[src/rtl/dac_spi_pkg.sv]
// ---------------------------------------------------------------------------
// dac_spi_pkg
// Shared definitions for the DAC SPI frame receiver: receiver state
// encoding, device selection, frame lengths per device, field bit positions
// inside the received shift register, and the idle levels the bus
// synchronizers start from.
// Ports: none (package).
// ---------------------------------------------------------------------------
package dac_spi_pkg;

  // Receiver sequencing states.
  typedef enum logic [1:0] {
    ST_IDLE  = 2'd0,
    ST_SHIFT = 2'd1,
    ST_CHECK = 2'd2
  } rxState_t;

  // Supported frame formats.
  typedef enum logic [1:0] {
    DEV_LTC2630 = 2'd0,
    DEV_AD5640  = 2'd1,
    DEV_AD5660  = 2'd2
  } device_t;

  // Shift register holds the longest frame; the bit counter is 6 bits wide.
  localparam int SHIFT_W  = 24;
  localparam int BITCNT_W = 6;

  // Frame lengths per device.
  localparam int FRAME_BITS_LTC2630 = 24;
  localparam int FRAME_BITS_AD5640  = 16;
  localparam int FRAME_BITS_AD5660  = 24;

  // LTC2630 fields.
  localparam int LTC_CMD_MSB  = 23;
  localparam int LTC_CMD_LSB  = 20;
  localparam int LTC_ADDR_MSB = 19;
  localparam int LTC_ADDR_LSB = 16;
  localparam int LTC_CODE_MSB = 15;
  localparam int LTC_CODE_LSB = 0;

  // AD5660 fields (bits above the power-down field are don't-care).
  localparam int AD5660_PD_MSB   = 17;
  localparam int AD5660_PD_LSB   = 16;
  localparam int AD5660_CODE_MSB = 15;
  localparam int AD5660_CODE_LSB = 0;

  // AD5640 fields (14-bit code, left-justified on output).
  localparam int AD5640_PD_MSB   = 15;
  localparam int AD5640_PD_LSB   = 14;
  localparam int AD5640_CODE_MSB = 13;
  localparam int AD5640_CODE_LSB = 0;

  // Idle bus levels the synchronizers are preset to.
  localparam logic SCLK_RST   = 1'b0;
  localparam logic MOSI_RST   = 1'b0;
  localparam logic SYNC_N_RST = 1'b1;

  // Number of sclk edges that make a well-formed frame for a device.
  function automatic int frameBits(device_t dev);
    case (dev)
      DEV_AD5640: return FRAME_BITS_AD5640;
      DEV_AD5660: return FRAME_BITS_AD5660;
      default:    return FRAME_BITS_LTC2630;
    endcase
  endfunction

endpackage

[src/rtl/dac_spi_rx_if.sv]
// ---------------------------------------------------------------------------
// dac_spi_rx_if
// Three-wire DAC SPI bus as seen by the receiver.
// Signals: sclk (serial clock), mosi (serial data), sync_n (frame select,
// active low).
// Modports: master drives the bus, slave observes it.
// ---------------------------------------------------------------------------
interface dac_spi_rx_if;
  import dac_spi_pkg::*;

  logic sclk;
  logic mosi;
  logic sync_n;

  modport master (output sclk, output mosi, output sync_n);
  modport slave  (input  sclk, input  mosi, input  sync_n);

endinterface

[src/rtl/dac_spi_sync.sv]
// ---------------------------------------------------------------------------
// dac_spi_sync
// Brings one asynchronous bus wire into the clk domain through a chain of
// STAGES flops, then keeps one history flop so rising and falling edges can
// be seen as single-cycle strobes.
// Parameters: STAGES (synchronizer depth, >= 2), RST_VAL (idle level).
// Ports: clk, reset (sync, active high), i_async (raw wire),
//        o_sync (synchronized level), o_rise / o_fall (edge strobes).
// ---------------------------------------------------------------------------
module dac_spi_sync
  import dac_spi_pkg::*;
#(
  parameter int   STAGES  = 2,
  parameter logic RST_VAL = 1'b0
) (
  input  logic clk,
  input  logic reset,
  input  logic i_async,
  output logic o_sync,
  output logic o_rise,
  output logic o_fall
);

  logic [STAGES-1:0] r_stages;
  logic              r_hist;

  // Synchronizer chain plus history flop; reset parks both at the idle
  // level so leaving reset on an idle bus produces no spurious edge.
  always_ff @(posedge clk) begin
    if (reset) begin
      r_stages <= {STAGES{RST_VAL}};
      r_hist   <= RST_VAL;
    end else begin
      r_stages <= {r_stages[STAGES-2:0], i_async};
      r_hist   <= r_stages[STAGES-1];
    end
  end

  assign o_sync = r_stages[STAGES-1];
  assign o_rise =  o_sync & ~r_hist;
  assign o_fall = ~o_sync &  r_hist;

endmodule

[src/rtl/dac_spi_rx.sv]
// ---------------------------------------------------------------------------
// dac_spi_rx
// Passive receiver for a DAC SPI bus. Each frame bounded by sync_n is
// shifted in MSB-first on sclk rising edges, then checked for the exact bit
// count of the selected device. Good frames update dac_code/cmd/addr and
// pulse valid; bad frames pulse frame_err and leave the outputs alone.
// Parameters: DEVICE ("LTC2630", "AD5640", "AD5660"), SYNC_STAGES (2..4).
// Ports: clk (200 MHz sample clock), reset (sync, active high),
//        spi (dac_spi_rx_if.slave: sclk, mosi, sync_n),
//        dac_code[15:0] (left-justified code), cmd[3:0], addr[3:0],
//        valid / frame_err (one-cycle pulses),
//        frame_cnt / err_cnt [15:0] (statistics).
// Build option: define DAC_SPI_RX_STATS_EN to enable the statistics
// counters; otherwise frame_cnt/err_cnt read as zero and no counter flops
// exist.
// ---------------------------------------------------------------------------
module dac_spi_rx
  import dac_spi_pkg::*;
#(
  parameter string DEVICE      = "LTC2630",
  parameter int    SYNC_STAGES = 2
) (
  input  logic               clk,
  input  logic               reset,
  dac_spi_rx_if.slave        spi,
  output logic [15:0]        dac_code,
  output logic [3:0]         cmd,
  output logic [3:0]         addr,
  output logic               valid,
  output logic               frame_err,
  output logic [15:0]        frame_cnt,
  output logic [15:0]        err_cnt
);

  localparam device_t DEV = (DEVICE == "AD5640") ? DEV_AD5640 :
                            ((DEVICE == "AD5660") ? DEV_AD5660 : DEV_LTC2630);
  localparam int FRAME_BITS = frameBits(DEV);
  localparam logic [BITCNT_W-1:0] FRAME_TARGET = BITCNT_W'(FRAME_BITS);
  localparam logic [BITCNT_W-1:0] BITCNT_MAX   = '1;

  logic w_sclkRise;
  logic w_mosiSync;
  logic w_syncNRise;
  logic w_syncNFall;
  logic w_unusedSclkSync;
  logic w_unusedSclkFall;
  logic w_unusedMosiRise;
  logic w_unusedMosiFall;
  logic w_unusedSyncNSync;

  rxState_t             r_state;
  logic [SHIFT_W-1:0]   r_shift;
  logic [BITCNT_W-1:0]  r_bitCnt;
  logic [15:0]          r_dacCode;
  logic [3:0]           r_cmd;
  logic [3:0]           r_addr;
  logic                 r_valid;
  logic                 r_frameErr;

  dac_spi_sync #(.STAGES(SYNC_STAGES), .RST_VAL(SCLK_RST)) u_syncSclk (
    .clk     (clk),
    .reset   (reset),
    .i_async (spi.sclk),
    .o_sync  (w_unusedSclkSync),
    .o_rise  (w_sclkRise),
    .o_fall  (w_unusedSclkFall)
  );

  dac_spi_sync #(.STAGES(SYNC_STAGES), .RST_VAL(MOSI_RST)) u_syncMosi (
    .clk     (clk),
    .reset   (reset),
    .i_async (spi.mosi),
    .o_sync  (w_mosiSync),
    .o_rise  (w_unusedMosiRise),
    .o_fall  (w_unusedMosiFall)
  );

  dac_spi_sync #(.STAGES(SYNC_STAGES), .RST_VAL(SYNC_N_RST)) u_syncSyncN (
    .clk     (clk),
    .reset   (reset),
    .i_async (spi.sync_n),
    .o_sync  (w_unusedSyncNSync),
    .o_rise  (w_syncNRise),
    .o_fall  (w_syncNFall)
  );

  // Frame sequencer with registered outputs. In SHIFT the sclk edge is
  // handled before the sync_n rise so a bit landing in the closing cycle
  // is still counted; CHECK then sees the final count. A new frame start
  // arriving while in CHECK goes straight back to SHIFT.
  always_ff @(posedge clk) begin
    if (reset) begin
      r_state    <= ST_IDLE;
      r_shift    <= '0;
      r_bitCnt   <= '0;
      r_dacCode  <= '0;
      r_cmd      <= '0;
      r_addr     <= '0;
      r_valid    <= 1'b0;
      r_frameErr <= 1'b0;
    end else begin
      r_valid    <= 1'b0;
      r_frameErr <= 1'b0;
      case (r_state)
        ST_IDLE: begin
          if (w_syncNFall) begin
            r_shift  <= '0;
            r_bitCnt <= '0;
            r_state  <= ST_SHIFT;
          end
        end
        ST_SHIFT: begin
          if (w_sclkRise) begin
            r_shift <= {r_shift[SHIFT_W-2:0], w_mosiSync};
            if (r_bitCnt != BITCNT_MAX) begin
              r_bitCnt <= r_bitCnt + 1'b1;
            end
          end
          if (w_syncNRise) begin
            r_state <= ST_CHECK;
          end
        end
        ST_CHECK: begin
          if (r_bitCnt == FRAME_TARGET) begin
            r_valid <= 1'b1;
            case (DEV)
              DEV_AD5640: begin
                r_cmd     <= {2'b00, r_shift[AD5640_PD_MSB:AD5640_PD_LSB]};
                r_addr    <= 4'd0;
                r_dacCode <= {r_shift[AD5640_CODE_MSB:AD5640_CODE_LSB], 2'b00};
              end
              DEV_AD5660: begin
                r_cmd     <= {2'b00, r_shift[AD5660_PD_MSB:AD5660_PD_LSB]};
                r_addr    <= 4'd0;
                r_dacCode <= r_shift[AD5660_CODE_MSB:AD5660_CODE_LSB];
              end
              default: begin
                r_cmd     <= r_shift[LTC_CMD_MSB:LTC_CMD_LSB];
                r_addr    <= r_shift[LTC_ADDR_MSB:LTC_ADDR_LSB];
                r_dacCode <= r_shift[LTC_CODE_MSB:LTC_CODE_LSB];
              end
            endcase
          end else begin
            r_frameErr <= 1'b1;
          end
          if (w_syncNFall) begin
            r_shift  <= '0;
            r_bitCnt <= '0;
            r_state  <= ST_SHIFT;
          end else begin
            r_state  <= ST_IDLE;
          end
        end
        default: begin
          r_state <= ST_IDLE;
        end
      endcase
    end
  end

  assign dac_code  = r_dacCode;
  assign cmd       = r_cmd;
  assign addr      = r_addr;
  assign valid     = r_valid;
  assign frame_err = r_frameErr;

`ifdef DAC_SPI_RX_STATS_EN
  logic [15:0] r_frameCnt;
  logic [15:0] r_errCnt;

  // Statistics follow the registered pulses and wrap naturally at 16 bits.
  always_ff @(posedge clk) begin
    if (reset) begin
      r_frameCnt <= '0;
      r_errCnt   <= '0;
    end else begin
      if (r_valid) begin
        r_frameCnt <= r_frameCnt + 16'd1;
      end
      if (r_frameErr) begin
        r_errCnt <= r_errCnt + 16'd1;
      end
    end
  end

  assign frame_cnt = r_frameCnt;
  assign err_cnt   = r_errCnt;
`else
  assign frame_cnt = 16'd0;
  assign err_cnt   = 16'd0;
`endif

endmodule

[src/flat_wrapper.sv]
// flat-port wrapper written by rule: the top's interface ports become plain ports
module dac_spi_rx_flat import dac_spi_pkg::*;
#(
  parameter string DEVICE      = "       ",
  parameter int    SYNC_STAGES = 2
)
  (clk, reset, dac_code, cmd, addr, valid, frame_err, frame_cnt, err_cnt, spi_sclk, spi_mosi, spi_sync_n);
  dac_spi_rx_if spi_i ();
  input  logic clk;
  input  logic reset;
  output logic [15:0] dac_code;
  output logic [3:0] cmd;
  output logic [3:0] addr;
  output logic valid;
  output logic frame_err;
  output logic [15:0] frame_cnt;
  output logic [15:0] err_cnt;
  input wire logic [$bits(spi_i.sclk)-1:0] spi_sclk;
  input wire logic [$bits(spi_i.mosi)-1:0] spi_mosi;
  input wire logic [$bits(spi_i.sync_n)-1:0] spi_sync_n;
  assign spi_i.sclk = spi_sclk;
  assign spi_i.mosi = spi_mosi;
  assign spi_i.sync_n = spi_sync_n;
  dac_spi_rx #(.DEVICE(DEVICE), .SYNC_STAGES(SYNC_STAGES)) u_core (.clk(clk), .reset(reset), .spi(spi_i), .dac_code(dac_code), .cmd(cmd), .addr(addr), .valid(valid), .frame_err(frame_err), .frame_cnt(frame_cnt), .err_cnt(err_cnt));
endmodule
[config.mk]
export PLATFORM = sky130hd
export DESIGN_NAME = dac_spi_rx_flat
export DESIGN_NICKNAME = d
export VERILOG_FILES = /design/src/rtl/dac_spi_pkg.sv /design/src/rtl/dac_spi_rx_if.sv /design/src/rtl/dac_spi_sync.sv /design/src/rtl/dac_spi_rx.sv /design/src/flat_wrapper.sv
export SDC_FILE = /design/constraint.sdc
export NUM_CORES = 1
export LEC_CHECK = 0
export CORE_MARGIN = 2
export CORE_UTILIZATION = 40
export DETAILED_ROUTE_END_ITERATION = 12
export PLACE_DENSITY = 0.66
export REMOVE_ABC_BUFFERS = 1
export SLEW_MARGIN = 25
export SYNTH_ARGS = -nofsm -noshare
export SYNTH_HDL_FRONTEND = slang
export SYNTH_SLANG_ARGS = --single-unit
export TNS_END_PERCENT = 5
[constraint.sdc]
create_clock -name clk -period 1.5 [get_ports clk]
set_input_delay 0.225 -clock clk [delete_from_list [all_inputs] [get_ports clk]]
set_output_delay 0.225 -clock clk [all_outputs]
set_load 0.005 [all_outputs]
==> flow_summary.json <==
{
  "crit_start": "u_core.r_state[0]",
  "num_rows": 29,
  "hold_class": "in2reg",
  "portBuffers": 30,
  "regToRegStartpoint": "u_core.r_state[0]",
  "crit_buf_inv": 0,
  "seqPwrFrac_pct": 56.9,
  "arrival_ns": 1.71,
  "grt.total_usage_pct": 13.53,
  "avgRoutedWirePerCell_um": 11.84,
  "gp_congestion": 0.7635,
  "reg2reg_to": "u_core.r_bitCnt[3]",
  "synth_area_leaders": "dfxtp_1 (50%), buf_4 (10%), mux2i_1 (9.2%)",
  "synth_common_cells": "dfxtp_1 (66), nor2_1 (50), buf_4 (35)",
  "cts_buffer_depth": 2,
  "r2r_cells": 4,
  "worstPathMaxFanout": 5,
  "drtIter0Drc": 90,
  "p_per_area_nw_per_um2": 962.3,
  "grt_antenna_before_repair": 0,
  "yosysTopAreaCellShare_pct": 50.36,
  "grt_max_degree": 34,
  "timing.final.hold_violations": 0,
  "finalNetCount": 321,
  "n_fill_cell": 592,
  "min_period_ns": 1.453,
  "status": "complete, no violations",
  "die_h_um": 84.99,
  "rsz0062_at_grt": "true",
  "final-setup-viol-count": 0,
  "sw_frac_of_total_pct": 23.21,
  "synth_cells": 271,
  "synth-edff-count": 0,
  "setup_tns_ns": 0,
  "ys_ff_latch": 66,
  "synth_warnings": 0,
  "ff2ff_setup_slack_ns": 0.05,
  "dpl.hpwl_um": 3022,
  "finish.utilization_pct": 50.84,
  "yosysSeqAreaShare_pct": 50.36,
  "p_leak_nw": 1.383,
  "path_clk_slew_ns": 0.06,
  "detail-route-antenna-nets": 0,
  "syn_area_per_cell_um2": 9.682,
  "cts_buffers": 9,
  "dieArea_um2": 7223,
  "cp_top_family": "simple AND/OR/NAND/NOR gates",
  "slowest_delay_ns": 0.52,
  "grt_pass1_wl_um": 7652,
  "finalMaxSlewViolations": 0,
  "cts_max_level": 3,
  "yosys.cell_count.top_type": "dfxtp_1",
  "grt_pass1_vias": 1655,
  "crit_required_ns": 1.76,
  "grt-ovfl-total": 0,
  "wl_um": 4689,
  "end_kind": "flop",
  "critical_path.endpoint": "u_core.r_bitCnt[3]",
  "synthArstFlopShare_pct": 0,
  "worst-setup-path-type": "reg2reg",
  "antennaDiodeCount": 0,
  "syn_area_um2": 2624,
  "num_io_pins": 63,
  "die_w_um": 84.99,
  "cts_root_buf": "clkbuf_8",
  "p_sw_mw": 0.7210,
  "p_clk_share_pct": 39.8,
  "max_freq_ghz": 0.6884,
  "insertion_delay_ns": 0.33,
  "intPower_mw": 2.385,
  "path_depth": 4,
  "fin_crit_sh_pct": 96.84,
  "start_util_pct": 41.32,
  "synth_ff_type": "dfxtp_1",
  "cap_violations": 0,
  "synthToLayoutAreaGrowth_pct": 23.03,
  "drive_gt1_share_pct": 15.99,
  "cts_sinks": 66,
  "synth_top_cell_by_area": "dfxtp_1",
  "worstPathCellList": "and4bb_1 > nor2_2 > or4_1 > a31oi_1",
  "cts_tree": "done",
  "synth_cell_types": 31,
  "start_kind": "flop",
  "drcViolationCount": 0,
  "fin_skew_ns": 0.008110,
  "hp-start": "reset",
  "slowest_stage": "or4_1",
  "core_region_area_um2": 6350,
  "vdd_drop_max_uv": 618.9,
  "first_pass_iters": 4,
  "p_comb_share_pct": 3.3,
  "dr_total_vias": 1868,
  "hold_buffers": 0,
  "drt-vias-per-instance": 4.717
}
layout by cell type, fill, tap and decap left out, types with 3 or more instances in the layout:
| cell type | instances |
|---|---|
| a31oi_1 | 3 |
| a21oi_1 | 4 |
| o21ai_1 | 6 |
| or2_1 | 3 |
| clkdlybuf4s50_1 | 29 |
| nor2b_1 | 7 |
| clkinv_2 | 3 |
| nand2b_1 | 5 |
| dfxtp_1 | 62 |
| a22oi_1 | 24 |
| mux2i_1 | 24 |
| conb_1 | 32 |
| buf_4 | 17 |
| dfxtp_2 | 3 |
| nor2_1 | 50 |
| nand3_1 | 3 |
| clkbuf_8 | 9 |
final cells by class:
| type | count | area (um2) | area share, % |
|---|---|---|---|
| Clock buffer | 11 | 131.4 | 4.070 |
| Clock inverter | 5 | 31.28 | 0.9690 |
| Inverter | 3 | 11.26 | 0.3488 |
| Multi-Input combinational cell | 183 | 1130 | 35.00 |
| Sequential cell | 66 | 1329 | 41.16 |
| Tap cell | 77 | 96.34 | 2.984 |
| Timing Repair Buffer | 51 | 499.2 | 15.47 |
flip-flops by register name (all words and copies together) (netlist names):
signal / cells
u_core.addr: 4
u_core.cmd: 4
u_core.dac_code: 16
u_core.frame_err: 1
u_core.r_bitCnt: 6
u_core.r_shift: 24
u_core.r_state: 2
u_core.u_syncMosi.r_stages: 2
u_core.u_syncSclk.r_hist: 1
u_core.u_syncSclk.r_stages: 2
u_core.u_syncSyncN.r_hist: 1
u_core.u_syncSyncN.r_stages: 2
u_core.valid: 1
layer usage:
metal,track usage (%),routed length [um],vias to the layer above
li1,-,-,944
met5,0,0,-
met4,5.628,24,0
met2,20.53,2195,54
met3,5.642,252,6
met1,16.98,2216,864
what timing repair did:
action / in CTS / in global routing
gates resized for setup: 4 / 15
pin swaps: 1 / 5
endpoints found under the setup margin: 12 / 30
hold endpoints to repair: 0 / 0
buffers inserted: 0 / 1
gates cloned: 0 / 1
power groups by stage:
stage               sequential, mW  clock, mW  combinational [mW]
floorplan                     1.81          0              0.0433
global placement              1.81          0               0.100
detailed placement            1.81          0               0.101
CTS                           1.77       1.28               0.101
global route                  1.77       1.36               0.116
finish                        1.77       1.24               0.102
how the worst min path moves through the flow:
stage / endpoint / slack (ns) / cells past startpoint
6_report: u_core.r_state[0] / 0.23 / 2
2_1_floorplan: u_core.r_bitCnt[0] / 0.29 / 1
5_1_grt: u_core.dac_code[11] / 0.23 / 2
3_5_place_dp: u_core.u_syncSyncN.r_stages[1] / 0.40 / 1
4_1_cts: u_core.dac_code[4] / 0.21 / 2
3_3_place_gp: u_core.u_syncSyncN.r_stages[1] / 0.39 / 1
worst reg2reg max path, stage by stage, from the launching register on:
cell and delay, ns:
dfxtp_2 0.38, and4bb_1 0.25, nor2_2 0.07, or4_1 0.52
a31oi_1 0.17
per-stage QoR:
| stage | hold WS, ns | cell area [um2] | worst slack (ns) | instances | power (mW) |
|---|---|---|---|---|---|
| 2_1_floorplan | 0.2941 | 2415 | -0.7737 | 252 | 1.851 |
| 3_3_place_gp | 0.3881 | 2962 | 0.001723 | 378 | 1.908 |
| 3_5_place_dp | 0.3951 | 2962 | -0.03938 | 378 | 1.909 |
| 4_1_cts | 0.2121 | 3133 | -0.0008716 | 394 | 3.153 |
| 5_1_grt | 0.2335 | 3228 | -0.01040 | 396 | 3.244 |
| 6_report | 0.2259 | 3228 | 0.04733 | 396 | 3.106 |
kinds of logic after synthesis:
| group | count (synthesis) | synth area share, % |
|---|---|---|
| AND/OR/NAND/NOR | 84 | 15.93 |
| AO/OA/AOI/OAI | 41 | 10.63 |
| buffers and inverters | 53 | 12.83 |
| other | 1 | 0.1429 |
| multiplexers | 24 | 9.156 |
| adder cells (fa/ha/maj) | 2 | 0.9536 |
| flip-flops | 66 | 50.36 |
Power figures use the tool's default switching activity.
